==> config.mk <==
export PLATFORM = sky130hd
export DESIGN_NAME = fc2_weight_sink
export DESIGN_NICKNAME = d
export VERILOG_FILES = /design/src/rtl/fc2_weight_sink.sv
export SDC_FILE = /design/constraint.sdc
export NUM_CORES = 1
export LEC_CHECK = 0
export CAP_MARGIN = 10
export CORE_MARGIN = 4
export CORE_UTILIZATION = 45
export CTS_BUF_LIST = sky130_fd_sc_hd__clkbuf_8
export DETAILED_ROUTE_END_ITERATION = 6
export GPL_TIMING_DRIVEN = 0
export HOLD_SLACK_MARGIN = 0.15
export PLACE_DENSITY = 0.67
export SETUP_SLACK_MARGIN = 0.2
export SYNTH_ARGS = -nofsm -noshare
export SYNTH_HDL_FRONTEND = slang
export SYNTH_SLANG_ARGS = --single-unit
==> constraint.sdc <==
create_clock -name clk -period 2.8 [get_ports clk]
set_input_delay 0.56 -clock clk [delete_from_list [all_inputs] [get_ports clk]]
set_output_delay 0.56 -clock clk [all_outputs]
set_load 0.03 [all_outputs]
==> src/rtl/fc2_weight_sink.sv <==
// fc2_weight_sink
//   Receiving end of the fc2 weight stream. Each accepted beat is packed into
//   one RAM word (element j -> bits [W*j +: W]) and stored at wr_count. After
//   IN_DEPTH beats the block parks in DONE with load_done high until clear.
//   A 2-stage ce0-gated read port mirrors the fc2 weight ROM timing.
//
// Ports
//   clk            clock, rising edge
//   rst            asynchronous reset, active low
//   data_in[P]     beat elements, W bits each
//   data_in_valid  upstream has a beat
//   data_in_ready  sink accepts a beat this cycle (combinational)
//   clear          synchronous restart of the load (RAM kept)
//   load_done      full tensor stored
//   wr_count       beats stored so far in the current load
//   address0       read address
//   ce0            read pipeline enable
//   q0             read data, 2-cycle latency
//
// state   | meaning
// --------+-----------------------------------------------
// ST_LOAD | accepting beats, wr_count is next write slot
// ST_DONE | tensor complete, RAM frozen, ready low

module fc2_weight_sink #(
  parameter int WEIGHT_TENSOR_SIZE_DIM_0 = 32,
  parameter int WEIGHT_TENSOR_SIZE_DIM_1 = 1,
  parameter int WEIGHT_PRECISION_0       = 16,
  parameter int WEIGHT_PRECISION_1       = 3,
  parameter int WEIGHT_PARALLELISM_DIM_0 = 1,
  parameter int WEIGHT_PARALLELISM_DIM_1 = 1,
  parameter int IN_DEPTH = (WEIGHT_TENSOR_SIZE_DIM_0 * WEIGHT_TENSOR_SIZE_DIM_1) /
                           (WEIGHT_PARALLELISM_DIM_0 * WEIGHT_PARALLELISM_DIM_1),
  localparam int P   = WEIGHT_PARALLELISM_DIM_0 * WEIGHT_PARALLELISM_DIM_1,
  localparam int AW  = $clog2(IN_DEPTH + 1),
  localparam int DW  = WEIGHT_PRECISION_0 * P
) (
  input  logic                          clk,
  input  logic                          rst,
  input  logic [WEIGHT_PRECISION_0-1:0] data_in [P],
  input  logic                          data_in_valid,
  output logic                          data_in_ready,
  input  logic                          clear,
  output logic                          load_done,
  output logic [AW-1:0]                 wr_count,
  input  logic [AW-1:0]                 address0,
  input  logic                          ce0,
  output logic [DW-1:0]                 q0
);

  localparam int W   = WEIGHT_PRECISION_0;
  localparam int RAW = (IN_DEPTH > 1) ? $clog2(IN_DEPTH) : 1;

  // Fractional width is carried for documentation of the number format only.
  localparam int unused_frac_bits = WEIGHT_PRECISION_1;

  typedef enum logic {
    ST_LOAD = 1'b0,
    ST_DONE = 1'b1
  } state_e;

  state_e          state_q, state_d;
  logic [AW-1:0]   wr_count_q, wr_count_d;
  logic [DW-1:0]   rd_stage0_q, rd_stage0_d;
  logic [DW-1:0]   q0_q, q0_d;
  logic [DW-1:0]   mem [IN_DEPTH];
  logic [DW-1:0]   wr_word;
  logic [RAW-1:0]  wr_idx;
  logic [RAW-1:0]  rd_idx;
  logic            accept;
  logic            last_beat;
  logic            unused_addr_bits;

  // ---------------------------------------------------------------- state reg
  always_ff @(posedge clk or negedge rst) begin
    if (!rst) begin
      state_q     <= ST_LOAD;
      wr_count_q  <= '0;
      rd_stage0_q <= '0;
      q0_q        <= '0;
    end else begin
      state_q     <= state_d;
      wr_count_q  <= wr_count_d;
      rd_stage0_q <= rd_stage0_d;
      q0_q        <= q0_d;
    end
  end

  // ---------------------------------------------------------------- next state
  always_comb begin
    state_d = state_q;
    if (clear) begin
      state_d = ST_LOAD;
    end else if (accept && last_beat) begin
      state_d = ST_DONE;
    end
  end

  // ---------------------------------------------------------------- outputs
  // rst is folded in so ready is low while reset is held, even combinationally.
  always_comb begin
    data_in_ready = rst && (state_q == ST_LOAD) && !clear;
    load_done     = (state_q == ST_DONE);
  end

  // ---------------------------------------------------------------- datapath
  always_comb begin
    accept    = data_in_valid && data_in_ready;
    last_beat = (wr_count_q == AW'(IN_DEPTH - 1));

    wr_count_d = wr_count_q;
    if (clear) begin
      wr_count_d = '0;
    end else if (accept) begin
      wr_count_d = last_beat ? '0 : wr_count_q + AW'(1);
    end

    wr_word = '0;
    for (int j = 0; j < P; j++) begin
      wr_word[W*j +: W] = data_in[j];
    end

    wr_idx = wr_count_q[RAW-1:0];
    // Out-of-range addresses are not trapped; only the low bits index the RAM.
    rd_idx = address0[RAW-1:0];

    rd_stage0_d = ce0 ? mem[rd_idx] : rd_stage0_q;
    q0_d        = ce0 ? rd_stage0_q : q0_q;
  end

  // RAM contents are deliberately not reset. Non-blocking write gives
  // read-before-write when the same address is read on the same edge.
  always_ff @(posedge clk) begin
    if (accept) begin
      mem[wr_idx] <= wr_word;
    end
  end

  assign unused_addr_bits = ^address0;
  assign wr_count         = wr_count_q;
  assign q0               = q0_q;

endmodule

==> metrics, run 1 <==
outcome complete, no violations; CTS tree done; Synth Warn # 0; DRC violations left 0; arrival time of the worst setup path 3.22 ns; root cell of the clock tree clkbuf_8; horizontal extent of the die 227 um; Min-Delay Path Depth 2; unrepaired setup endpoints after global routing true; Core Region 47600 sq um; vertical die dimension 227 um; element type at the critical path end register; total number of nets in the final design 1402; category of the critical setup timing path primary input to register; share of the yosys chip area belonging to registers 75.6%; crit start category primary input; Area contributors post-synth edfxtp_1, mux2i_1, dfrtp_1; commonest cells in the synthesized netlist edfxtp_1, mux2i_1, a22oi_1; source of the critical timing path address0[2]; shortest period the worst path allows 2.63 ns; synth unique cells 40; via count of the first global-routing pass 11825; launch instance of the worst register-to-register path load_done; synthesized net count 1233; slew margin rel. 15.9%; setup total negative slack 0 ns; Clock Pin Slew Worst Setup and Hold Paths 0.06 ns; total global-route track usage 21.1%; initial antenna violation count 1; final cycle utilization of the critical path 93.9%; Hold Path Origin clear; Iter 0 DRT Violations 1437; iteration count of the initial detailed-routing pass 5; most frequently used cell type in the post-synthesis netlist edfxtp_1; Mapped Avg Cell Area 18.0 sq um; Data required, critical path 3.39 ns; endpoint of the most critical register-to-register path mem[27][5]; insertion delay to the later sink of the worst-skew pair 0.65 ns; Fmax achieved 0.380 GHz; share of synthesized flip-flops with an asynchronous set or reset 7.08%; area delta synth->final 16.3%; peak per-stage delay on the critical path 0.62 ns; pin slew with the least headroom to its limit 1.26 ns; RePlAce Congestion 0.910; number of synthesized register bits 551; Maximum Capacitance Violations 0; cell-by-cell trace of the critical path clkdlybuf4s50_1, and2_1, clkbuf_2, buf_2, a22oi_1, a21oi_1, nor4_1, mux2_2; final WL 54.9 mm; dominant register cell in the synthesized netlist edfxtp_1; ratio of routed vias to standard cells 5.84; total of endpoints with negative setup slack in the final report 0; maximum number of pins on one net before global-route repair 40; area of the multi-input gates 4980 sq um; Post-synth EDFFs 512; total area of sequential cells 16400 sq um; netlist area before placement 21600 sq um; Final Instance Count excl. Fillers 2046; critical path's top delay family buffers and inverters; layout cells sized above 1 19.0%; number of failing hold endpoints at the final stage 0; remaining number of nets flagged by the antenna check after routing 0; max-slew violation total from the final report 0; Clock Sinks 551; CTS HTree Levels 3; highest net fanout along the worst path 10; hold endpoint wr_count[4]; leakage power total 8.79 nW; number of instances in the synthesized netlist 1202; number of top-level pins 51; Setup Skew 0.0215 ns; Placed Cells incl. Taps 1887; detail-routed net length per standard cell 26.8 um; overall overflow remaining after global route 0; die area 51600 sq um; portion of synthesized cell area occupied by the leading cell type 71.1%; Longest Clk Path Bufs 3; total power per unit cell area 648 nW/um^2; depth of the worst register-to-register path 4; cell accounting for the most synthesized area edfxtp_1; detailed-route via count 11954; reg-to-reg slack, setup 0.22 ns; number of placement rows 80; detailed placement HPWL 35.9 mm; Fillers 3796; initial core utilization 45.4%; # port buffers 46; clock buffer count from CTS 87; peak supply drop 527 uV; crit path max-delay cell type nor4_1; first-pass GRT wire length 78.4 mm; worst hold-check path type primary input to register; Buffers & Inverters on Critical Path 3
==> metal layers <==
| layer | vias to the layer above | track usage, % | part of all wire (%) | routed length [um] |
|---|---|---|---|---|
| met2 | 603 | 32.3 | 46 | 25300 |
| met4 | 0 | 7.20 | 2.9 | 1600 |
| met3 | 106 | 6.60 | 10 | 5610 |
| li1 | 5158 | - | - | - |
| met5 | - | 0 | 0 | 0 |
| met1 | 6087 | 29.1 | 41 | 22300 |
==> state kept, by name (all words and copies together), names as in the netlist <==
register     cells
load_done        1
mem            512
wr_count         6
rd_stage0_q     16
q0              16
==> area by class of cell <==
type | instances | share of cell area (%)
inverter | 3 | 0.0448
multi-input combinational | 576 | 19.8
sequential | 551 | 65.1
clock buffer | 91 | 4.98
timing repair buffer | 80 | 4.02
antenna | 2 | 0.0199
buffer | 72 | 2.12
tap | 615 | 3.06
clock inverter | 56 | 0.906
==> worst register-to-register path: cells and delay by family, from the launching register on <==
kind / cells / cell delay, ns
buffers and inverters: 1 / 0.29
and+or+nand+nor: 3 / 1.58
DFF: 1 / 0.41
==> cell families after synthesis <==
group,after synthesis,synth area share [%]
adder cells (fa/ha/maj),4,0.232
buffers and inverters,75,2.43
AO/OA/AOI/OAI,200,6.16
XOR/XNOR,2,0.0810
multiplexers,288,13.5
flip-flops,551,75.6
AND/OR/NAND/NOR,82,1.94
==> worst max-delay path by stage <==
stage / slack (ns) / to / depth (start not counted)
after floorplan: 0.33 / mem[29][0] / 5
after global placement: -2.41 / mem[22][14] / 5
after detailed placement: -0.90 / mem[4][2] / 5
after CTS: 0.08 / mem[21][8] / 5
after global routing: 0.19 / mem[27][13] / 4
final: 0.17 / rd_stage0_q[7] / 8
==> cells in the final DEF (no fill, tap or decap), types with 6 or more instances in the layout <==
| cell | instances |
|---|---|
| buf_8 | 19 |
| clkdlybuf4s50_1 | 40 |
| a22oi_1 | 128 |
| a21oi_1 | 60 |
| clkbuf_2 | 15 |
| clkbuf_1 | 10 |
| edfxtp_1 | 512 |
| buf_4 | 22 |
| clkbuf_8 | 91 |
| nor4_1 | 14 |
| buf_16 | 7 |
| clkinv_1 | 17 |
| inv_1 | 36 |
| mux2i_1 | 256 |
| buf_12 | 9 |
| nor2_2 | 10 |
| mux2_2 | 32 |
| nand2_1 | 6 |
| nor2_4 | 23 |
| buf_2 | 19 |
| dfrtp_1 | 39 |
==> power by group <==
group	switching, mW	total, mW	internal (mW)
Sequential	0.0495	9.15	9.10
Clock	2.95	5.92	2.97
Combinational	0.757	1.22	0.459
==> what timing repair did <==
item,4_1_cts,5_1_grt
hold endpoints to repair,39,0
buffers inserted,0,4
resized for setup,36,28
hold buffers,2,0
setup endpoints to repair,413,299
pin swaps,0,2
==> per-stage QoR <==
| stage | utilization [%] | setup WS (ns) | instance area [sq um] | total power, mW | hold slack (ns) |
|---|---|---|---|---|---|
| after floorplan | - | 0.325 | 21600 | 9.94 | 0.264 |
| after global placement | 48.0 | -2.41 | 22800 | 10.5 | 0.488 |
| after detailed placement | 48.9 | -0.901 | 23300 | 10.5 | 0.496 |
| after CTS | 52.4 | 0.0770 | 24900 | 16.4 | 0.262 |
| after global routing | 52.7 | 0.192 | 25100 | 16.9 | 0.288 |
| final | 52.8 | 0.170 | 25100 | 16.3 | 0.295 |
(Power assumes the default switching activity.)
==> run 2: changes to the inputs <==
--- a/config.mk
+++ b/config.mk
@@ -5,6 +5,7 @@
 export SDC_FILE = /design/constraint.sdc
 export NUM_CORES = 1
 export LEC_CHECK = 0
+export ABC_CLOCK_PERIOD_IN_PS = 2800
 export CAP_MARGIN = 10
 export CORE_MARGIN = 4
 export CORE_UTILIZATION = 45
==> results of run 2 <==
Final layout, timing and power as in run 1 (identical DEF).
